==> config.mk <==
export PLATFORM = sky130hd
export DESIGN_NAME = joypad_if
export DESIGN_NICKNAME = d
export VERILOG_FILES = /design/src/rtl/joypad_if.sv
export SDC_FILE = /design/constraint.sdc
export NUM_CORES = 1
export LEC_CHECK = 0
export ABC_AREA = 0
export CAP_MARGIN = 10
export CORE_MARGIN = 1
export CORE_UTILIZATION = 45
export CTS_CLUSTER_SIZE = 8
export DETAILED_ROUTE_END_ITERATION = 6
export PLACE_DENSITY = 0.78
export SLEW_MARGIN = 40
export SYNTH_ARGS = -nofsm -noshare
export SYNTH_HDL_FRONTEND = slang
export SYNTH_SLANG_ARGS = --single-unit
==> constraint.sdc <==
create_clock -name clk -period 2.9 [get_ports clk]
set_clock_uncertainty 0.1 [all_clocks]
set_input_delay 0.58 -clock clk [delete_from_list [all_inputs] [get_ports clk]]
set_output_delay 0.58 -clock clk [all_outputs]
set_load 0.01 [all_outputs]
==> src/rtl/joypad_if.sv <==
// joypad_if: $4016/$4017 controller port pair with pin synchronizer, debounce,
// strobe latch and two serial read shift registers.
module joypad_if #(
    parameter int DEB_CYCLES = 21477,
    parameter bit ACTIVE_LOW = 1'b1
) (
    input  logic       clk,
    input  logic       reset,
    input  logic       ce,
    input  logic       sel,
    input  logic       a0,
    input  logic       rw,
    input  logic [7:0] din,
    input  logic [7:0] open_bus,
    output logic [7:0] dout,
    output logic       dout_en,
    input  logic [7:0] pad1_pins,
    input  logic [7:0] pad2_pins,
    output logic       strobe
);
    localparam int CW = $clog2(DEB_CYCLES);
    localparam logic [15:0] PIN_REL = ACTIVE_LOW ? 16'hffff : 16'h0000;

    logic [CW-1:0]   cnt_q, cnt_d;
    logic [1:0][7:0] sa_q, sa_d, sb_q, sb_d, prev_q, prev_d, deb_q, deb_d, sr_q, sr_d;
    logic [1:0][7:0] pins, s, same;
    logic            strobe_q, strobe_d;
    logic            tick, rd, serial_bit;
    logic            unused;

    assign pins   = {pad2_pins, pad1_pins};
    assign unused = ^{din[7:1], open_bus[0]};

    always_comb begin
        tick       = cnt_q == CW'(DEB_CYCLES - 1);
        cnt_d      = tick ? '0 : cnt_q + CW'(1);
        sa_d       = pins;
        sb_d       = sa_q;
        s          = ACTIVE_LOW ? ~sb_q : sb_q;
        same       = ~(s ^ prev_q);
        prev_d     = tick ? s : prev_q;
        // a button only follows the pin once two consecutive ticks agree
        deb_d      = tick ? ((s & same) | (deb_q & ~same)) : deb_q;
        strobe_d   = (ce & sel & ~rw & ~a0) ? din[0] : strobe_q;
        rd         = ce & sel & rw;
        sr_d[0]    = strobe_q ? deb_q[0] : (rd & ~a0) ? {1'b1, sr_q[0][7:1]} : sr_q[0];
        sr_d[1]    = strobe_q ? deb_q[1] : (rd & a0) ? {1'b1, sr_q[1][7:1]} : sr_q[1];
        serial_bit = strobe_q ? deb_q[a0][0] : sr_q[a0][0];
        dout_en    = sel & rw;
        dout       = {open_bus[7:1], dout_en & serial_bit};
    end

    always_ff @(posedge clk or posedge reset) begin
        if (reset) begin
            cnt_q    <= '0;
            sa_q     <= PIN_REL;
            sb_q     <= PIN_REL;
            prev_q   <= '0;
            deb_q    <= '0;
            sr_q     <= '0;
            strobe_q <= 1'b0;
        end else begin
            cnt_q    <= cnt_d;
            sa_q     <= sa_d;
            sb_q     <= sb_d;
            prev_q   <= prev_d;
            deb_q    <= deb_d;
            sr_q     <= sr_d;
            strobe_q <= strobe_d;
        end
    end

    assign strobe = strobe_q;
endmodule

## Yosys cells after proc, flatten, opt, wreduce, memory -nomap -nowiden

Index checks and enable logic that the tools add are counted.

| storage, ports and cells | value |
|---|---|
| register bits after elaboration | 96 |
| input bits | 38 |
| output and inout port bits | 10 |
| word-level logic and storage cells | 44 |

| operators by class | value |
|---|---|
| add/subtract/negate cells | 1 |
| $lt $le $gt $ge | 1 |
| eq/ne operators | 1 |
| mux-type cells | 10 |
| bitwise gates (word level) | 17 |
| reduce and logical (&&, ||, !) cells | 2 |

Operators by type and width:

| operator | number |
|---|---|
| 16-bit NOT | 3 |
| 16-bit AND | 2 |
| 8-bit 2-to-1 mux | 4 |
| 16-bit bitwise OR | 1 |
| 16-bit bitwise XOR | 1 |
| 15-bit by 1-bit adder with 15-bit output (second input constant) | 1 |
| 15-bit == test (second input constant) | 1 |
| 15-bit 2-to-1 mux | 1 |
| 1-bit AND | 8 |
| 1-bit 2-to-1 mux | 5 |
| 2-bit nonzero test | 2 |
| 1-bit by 2-bit less-than comparator with 1-bit output (second input constant) | 1 |
| 1-bit NOT | 2 |

## Depth between registers and ports, before layout

Gate-level depths: netlist of the first run.

| depth | value |
|---|---|
| depth after elaboration | 6 |
| mapped depth | 8 |
| gate-level depth less buffers | 6 |

## Least setup slack after synthesis of the first run

OpenSTA, ideal clock, no wires.

| timing path | value |
|---|---|
| path type | in2out |
| start point | input port a0 |
| end point | output port dout[0] |
| arrival time | 1226 ps |
| data required time | 2220 ps |
| slack | 994 ps |
| cell stages on the path | 2 |
| cells stage by stage | mux4_2 and2_1 |

| on the way | value |
|---|---|
| longest elaborated chain between the ends | 4 |
| elaborated cells between the ends (all ways) | 6 |
| classes of those cells | mux: 5; bitwise: 1 |

Ends and longest elaborated chain:

| what | line | text |
|---|---|---|
| start, declared | 11 | `input logic a0,` |
| 1-bit 2-to-1 mux (not written as such) (2 in a row) | 48 | `serial_bit = strobe_q ? deb_q[a0][0] : sr_q[a0][0];` |
| 1-bit 2-to-1 mux (*) | 48 |  |
| 1-bit AND (*) | 50 | `dout = {open_bus[7:1], dout_en & serial_bit};` |
| end, declared | 15 | `output logic [7:0] dout,` |

Mark *: on every way between the ends. The rest lies on a longest branch, timed or not. The select of a mux whose other input is x is not followed.

## Worst setup path after layout of the first run

Ends and elaborated chain as after synthesis.

==> flow_summary.ini, run 1 <==
[synth]
syn_area_sq_mm = 0.00370
synth_cells = 307
ys_types = 31
avgSynthCellArea_sq_um = 12.0
synth_fp_nets = 347
ys_ff_latch = 96
yosysSeqAreaShare_pct = 66.1
ys_warn_count = 0

[global_route]
use_met1_pct = 20.6
grt_pass1_vias = 2307
grt_overflow = 0
grt_pass1_wl_microns = 10500
grt_max_degree = 97
antenna_found_initial = 0
gr-usage-all-layers_pct = 15.8
use_met3_pct = 5.01
grt_use_met2_pct = 24.7
grt-busiest-layer = met2

[cells_and_area]
final_layout_size_suffix_gt1_share_pct = 18.2
final_common_cell = dfrtp_1
areaGrowthSynthToFinish_pct = 13.7
regArea_sq_mm = 0.00244
multi_input_area_sq_mm = 0.00113
n_antenna_cell = 0
fin_cells = 437
nets = 370
fill_cells = 676
layout_common_cells = dfrtp_1, o21ai_0, dfstp_2, nand2_1

[place]
dp_hpwl_microns = 3760
io_buffers = 25
gp_congestion = 0.765
dp.cells = 421

[sta]
max_freq_mhz = 372
hold_viol = 0
slew_viol_final = 0
slew_headroom_pct = 59.9
fin_crit_sh_pct = 92.7
fin_crit_ns = 2.69
setup_viol_count_final = 0
fin_hold_ws_ns = 0.248
tns_ns = 0
rsz0062_at_grt = false
worst_pin_slew_ns = 0.599

[clocking]
clock_path_buffers = 2
clock_sinks = 96
clk_pin_slew_ns = 0.10
cts_setup_buffers = 0
cts_tree = built
cts_made_buffers = 9
insertion_delay_ns = 0.36
cts_root_buf = clkbuf_8
cts_max_level = 3

[worst_setup_path]
endpoint_kind = primary output
r2r-start = cnt_q[0]
required_ns = 2.22
cp-start-kind = input port
critPathKind = input port to primary output
crit_path_max_incr_delay_ns = 0.50
cp_max_fo = 2
r2r_slack_ns = 1.04
critPathSlowestCell = clkdlybuf4s50_1
cp_data_arrival_time_ns = 2.01
cp_cell_sequence = clkdlybuf4s50_1, mux4_2, and2_1, dlygate4sd2_1
rr_worst_depth = 7

[die]
rows = 32
core_sq_mm = 0.00785
num_io_pins = 48
die_x_microns = 92.6
die_h_microns = 92.6
dieArea_sq_mm = 0.00858
start_util_pct = 47.1

[routing]
routed_wl_microns = 5740
drt_iter0_markers = 142
viasPerCell = 5.12
antenna_left = 0
vias = 2239
wl_per_cell_microns = 13.1
drtPass1Iterations = 4
drc = 0

[min_path]
holdPathStages = 0
hold_start = sa_q[11]
min_to = sb_q[11]
hold_class = flop to flop

[power]
p_leak_uw = 0.00197
peakVddDrop_uv = 362
power_uw = 2330
p_per_area_mw_per_mm2 = 554

[job]
cap_viol_max_count = 0

[run_status]
outcome = completed
routing by layer:
layer / up-vias / share of wire, %
met3: 8 / 3.6
met4: 0 / 1.5
li1: 1094 / -
met5: - / 0
met1: 1102 / 46
met2: 35 / 49
worst max-delay path: cells and delay by family:
kind                   cells  cell delay [ns]
buffers and inverters      2             0.77
multiplexers               1             0.49
AND/OR/NAND/NOR            1             0.16
kinds of logic after synthesis:
family / count (synthesis) / synth area share [%]
mux: 17 / 5.01
xor+xnor: 11 / 2.61
simple gates: 83 / 10.8
compound gates: 75 / 11.4
flops: 96 / 66.1
fa+ha+maj: 2 / 0.677
buf+inv: 23 / 3.38
repair_timing:
item / CTS / global route
endpoints found under the setup margin: 1 / 0
gates resized for setup: 1 / 0
hold buffers: 0 / 0
power by group:
group	switching, uW	internal, uW
Clock	473	320
Sequential	18.8	1390
Combinational	68.1	55.1
cell usage after synthesis:
master / number / area share (%)
mux4_2: 1 / 0.61
dfrtp_1: 64 / 43
nand4_1: 4 / 0.68
clkbuf_1: 4 / 0.41
nand3b_1: 1 / 0.20
dfstp_2: 32 / 23
o22a_1: 7 / 1.7
xor2_1: 5 / 1.2
or2_2: 1 / 0.17
o21ai_0: 33 / 4.5
and4_1: 4 / 0.95
nand2_1: 28 / 2.8
nor2_1: 27 / 2.7
buf_2: 7 / 0.95
and4bb_2: 1 / 0.34
a21oi_1: 27 / 3.7
mux2i_1: 14 / 3.8
a21boi_0: 4 / 0.81
nor4b_2: 1 / 0.41
and2_1: 4 / 0.68
buf_4: 8 / 1.6
ha_1: 2 / 0.68
inv_1: 4 / 0.41
and3b_1: 1 / 0.24
nor2b_1: 3 / 0.51
mux2_2: 2 / 0.61
a22o_1: 1 / 0.24
nand3_1: 4 / 0.54
nor3_1: 4 / 0.54
xnor2_1: 6 / 1.4
a21boi_1: 3 / 0.61
how the worst max path moves through the flow:
| stage | startpoint | cells past startpoint | endpoint | slack [ns] |
|---|---|---|---|---|
| 2_1_floorplan | a0 | 2 | dout[0] | 0.99 |
| 3_3_place_gp | a0 | 4 | dout[0] | 0.01 |
| 3_5_place_dp | a0 | 4 | dout[0] | 0.005 |
| 4_1_cts | a0 | 4 | dout[0] | 0.20 |
| 5_1_grt | a0 | 4 | dout[0] | 0.16 |
| 6_report | a0 | 4 | dout[0] | 0.21 |
stage by stage:
stage | utilization, % | cell area [sq um] | setup slack [ns]
after floorplan | - | 3700 | 0.994
after global placement | 51.3 | 4030 | 0.0130
final | 53.6 | 4200 | 0.211
after global routing | 53.6 | 4200 | 0.160
after detailed placement | 51.3 | 4030 | 0.00522
after CTS | 53.6 | 4200 | 0.196
cell type report:
class	instances	area share, %
sequential	96	58.1
timing repair buffer	31	7.29
clock buffer	9	2.95
clock inverter	7	1.28
multi-input combinational	188	26.9
inverter	4	0.447
tap	102	3.04
No activity file was read; power rests on OpenSTA's default activity.
==> inputs of run 2 (changes only) <==
- CORE_UTILIZATION: 45 -> 49
- CTS_CLUSTER_DIAMETER: not set -> 120
- PLACE_DENSITY: 0.78 -> 0.83
==> run 2 against run 1 <==
Against the previous run:
- sequential share of layout area rose by 0.14 points
- worst hold slack better by 0.0026 ns
- setup slack worse by 0.033 ns
- critical path depth stayed put
- highest routed layer unchanged
- via count rose by 2.2%
==> flow_summary.ini, run 2 (synthesis results as in run 1) <==
[die]
core_sq_mm = 0.00729
rows = 31
num_io_pins = 48
start_util_pct = 50.7
die_h_microns = 88.9
dieArea_sq_mm = 0.00790
die_x_microns = 88.9

[clocking]
ctsResizeCount = 1
cts_made_buffers = 9
insertion_delay_ns = 0.36
cts_root_buf = clkbuf_8
clock_path_buffers = 2
cts_setup_buffers = 0
clk_pin_slew_ns = 0.09
cts_tree = built
hold_buffers = 0
clock_sinks = 96
cts_max_level = 3

[power]
p_per_area_mw_per_mm2 = 549
peakVddDrop_uv = 318
p_leak_uw = 0.00197

[sta]
slew_viol_final = 0
setup_viol_count_final = 0
fin_hold_ws_ns = 0.250
max_freq_mhz = 367
slew_headroom_pct = 62.8
worst_pin_slew_ns = 0.557
fin_crit_sh_pct = 93.9
rsz0062_at_grt = false
hold_viol = 0
fin_crit_ns = 2.72

[place]
gp_congestion = 0.718
dp_hpwl_microns = 3910
io_buffers = 25
dp.cells = 418

[global_route]
grt_pass1_vias = 2255
grt_max_degree = 97
antenna_found_initial = 0
grt_pass1_wl_microns = 10100
grt_overflow = 0
gr-usage-all-layers_pct = 17.1

[routing]
wl_per_cell_microns = 13.5
antenna_left = 0
drt_iter0_markers = 186
drc = 0
vias = 2288
routed_wl_microns = 5880
viasPerCell = 5.27
drtPass1Iterations = 4

[cells_and_area]
nets = 370
areaGrowthSynthToFinish_pct = 13.4
layout_common_cells = dfrtp_1, o21ai_0, dfstp_2, nand2_1
postLayoutCoreUtil_pct = 57.5
final_common_cell = dfrtp_1
fin_cells = 434
final_layout_size_suffix_gt1_share_pct = 17.6
n_antenna_cell = 0

[worst_setup_path]
cp_max_fo = 2
critPathKind = input port to primary output
path_buf_inv = 2
cp_data_arrival_time_ns = 2.04
r2r_slack_ns = 0.74
rr_worst_depth = 8
critPathTopFamily = buffers and inverters
critPathSlowestCell = clkdlybuf4s50_1
required_ns = 2.22
endpoint_kind = primary output
cp_cell_sequence = clkdlybuf4s50_1, mux4_2, and2_1, dlygate4sd2_1
cp-start-kind = input port
crit_path_max_incr_delay_ns = 0.51
r2r-start = cnt_q[0]

[min_path]
holdPathStages = 0
hold_class = flop to flop
min_to = sb_q[6]
hold_start = sa_q[6]

[job]
cap_viol_max_count = 0

[run_status]
outcome = completed
==> run 2: worst max-delay path by stage <==
stage / startpoint / to / slack (ns) / depth (start not counted)
2_1_floorplan: a0 / dout[0] / 0.99 / 2
3_3_place_gp: a0 / dout[0] / 0.009 / 4
3_5_place_dp: a0 / dout[0] / -0.03 / 4
4_1_cts: a0 / dout[0] / 0.16 / 4
5_1_grt: a0 / dout[0] / 0.14 / 4
6_report: a0 / dout[0] / 0.18 / 4
==> run 2: routing by layer <==
| metal | vias up | track usage [%] | share of wire (%) |
|---|---|---|---|
| met1 | 1131 | 21.6 | 44 |
| met5 | - | 0 | 0 |
| li1 | 1095 | - | - |
| met2 | 54 | 28.6 | 50 |
| met4 | 0 | 7.62 | 1.5 |
| met3 | 8 | 3.36 | 5.0 |
==> run 2: area by class of cell <==
cell class	count	area, sq um
Clock buffer	11	131
Clock inverter	5	40.0
Tap cell	99	124
Multi-Input combinational cell	188	1130
Fill cell	619	3100
Inverter	4	18.8
Sequential cell	96	2440
Timing Repair Buffer	31	307
==> run 2: worst reg2reg max path: stages (launching register included) <==
cell and delay (ns):
dfrtp_1 0.43, inv_1 0.08, ha_1 0.14, and4bb_2 0.24, and4_1 0.34, buf_4 0.30, buf_4 0.24, a21oi_1 0.09
a21oi_1 0.13
==> run 2: through the flow <==
step / setup slack, ns / power [uW] / instance area [sq um] / TNS [ns]
final: 0.178 / 2300 / 4190 / 0
after global routing: 0.140 / 2400 / 4190 / 0
after CTS: 0.165 / 2330 / 4190 / 0
after detailed placement: -0.0316 / 1560 / 4020 / -0.0316
after global placement: 0.00945 / 1560 / 4020 / 0
after floorplan: 0.994 / 1510 / 3700 / 0
==> run 2: power by group <==
group | leakage (uW) | internal, uW | switching [uW]
Combinational | 0.000674 | 55.2 | 69.3
Clock | 0.0000844 | 319 | 447
Sequential | 0.00121 | 1390 | 19.6
Total | 0.00197 | 1770 | 535
==> inputs of run 3 (changes only) <==
- CORE_MARGIN: 1 -> 2
- SETUP_SLACK_MARGIN: not set -> 0.15
==> run 3 against run 2 <==
Against the previous run:
- combinational power hardly changed
- non-clock buffer count fell by 1
- utilization increased by 0.26 points
- critical endpoint is now dout_en
- highest routed layer unchanged
==> flow_summary.ini, run 3 (synthesis results as in run 1) <==
[global_route]
grt_pass1_wl_microns = 9860
grt_pass1_vias = 2247
grt_overflow = 0
grt_max_degree = 82
gr-usage-all-layers_pct = 15.1
antenna_found_initial = 0

[power]
power_uw = 2390
peakVddDrop_uv = 327
p_per_area_mw_per_mm2 = 568
p_leak_uw = 0.00198

[routing]
viasPerCell = 5.15
routed_wl_microns = 5800
drt_iter0_markers = 153
drtPass1Iterations = 5
drc = 0
vias = 2229
antenna_left = 0
wl_per_cell_microns = 13.4

[die]
dieArea_sq_mm = 0.00826
rows = 31
start_util_pct = 50.7
num_io_pins = 48
die_x_microns = 90.9
die_h_microns = 90.9
core_sq_mm = 0.00729

[worst_setup_path]
critPathKind = input port to primary output
endpoint_kind = primary output
cp_data_arrival_time_ns = 1.81
cp_max_fo = 3
cp-start-kind = input port
required_ns = 2.22

[sta]
worst_pin_slew_ns = 0.499
fin_crit_sh_pct = 85.8
slew_headroom_pct = 66.6
rsz0062_at_grt = false
fin_crit_ns = 2.49
hold_viol = 0
setup_viol_count_final = 0
max_freq_mhz = 402
tns_ns = 0
slew_viol_final = 0

[job]
cap_viol_max_count = 0

[clocking]
ctsResizeCount = 1
cts_max_level = 3
hold_buffers = 0
clock_path_buffers = 2
clock_sinks = 96
insertion_delay_ns = 0.36
cts_setup_buffers = 0
cts_tree = built
cts_made_buffers = 9
cts_root_buf = clkbuf_8
clk_pin_slew_ns = 0.09

[cells_and_area]
multi_input_area_sq_mm = 0.00113
fill_cells = 599
areaGrowthSynthToFinish_pct = 13.9
layout_common_cells = dfrtp_1, o21ai_0, dfstp_2, nand2_1
final_layout_size_suffix_gt1_share_pct = 17.7
final_common_cell = dfrtp_1
n_antenna_cell = 0
regArea_sq_mm = 0.00244
nets = 369

[place]
dp_hpwl_microns = 3820
io_buffers = 25
gp_congestion = 0.777

[run_status]
outcome = completed

[min_path]
hold_class = flop to flop
## run 3: stage by stage
step / instance area, sq um / cells / utilization [%] / setup WS, ns / hold slack [ns]
global route: 4210 / 433 / 57.8 / 0.358 / 0.260
detailed placement: 4020 / 417 / 55.1 / -0.0127 / 0.247
global placement: 4020 / 417 / 55.1 / 0.00607 / 0.246
finish: 4210 / 433 / 57.8 / 0.412 / 0.251
CTS: 4210 / 433 / 57.7 / 0.184 / 0.256
floorplan: 3700 / 307 / - / 0.994 / 0.245
## run 3: worst max-delay path, cell delays in order
cell,delay (ns)
clkdlybuf4s50_1,0.51
and2_1,0.18
clkdlybuf4s50_1,0.54
## run 3: path summary, 6_finish.rpt
path / slack [ns] / endpoint / depth (start not counted) / start
worst min register to register: 0.25 / sb_q[6] / 0 / sa_q[6]
worst min-delay path: 0.25 / sb_q[6] / 0 / sa_q[6]
worst max register to register: 0.89 / flop / 7 / cnt_q[0]
max in group asynchronous: 1.55 / sa_q[10] / 3 / reset
worst max-delay path: 0.41 / dout_en / 3 / rw
min in group asynchronous: 0.68 / sa_q[8] / 2 / reset
## run 3: final cells by class
cell class | count | share of cell area, %
clock buffer | 10 | 3.03
clock inverter | 6 | 1.60
inverter | 4 | 0.446
multi-input combinational | 188 | 26.8
sequential | 96 | 58.0
tap | 99 | 2.94
timing repair buffer | 30 | 7.16
## run 3: metal layers
metal	track usage, %	share of wire (%)	up-vias	wire length, microns
li1	-	-	1089	-
met3	3.67	4.0	17	230
met5	0	0	-	0
met2	23.8	46	44	2700
met1	19.2	47	1079	2730
met4	8.84	2.5	0	145
## run 3: power by group
part / leakage (uW) / switching [uW] / internal [uW]
Sequential: 0.00121 / 19.2 / 1390
Combinational: 0.000678 / 70.2 / 54.9
Clock: 0.0000933 / 454 / 403
Total: 0.00198 / 543 / 1850
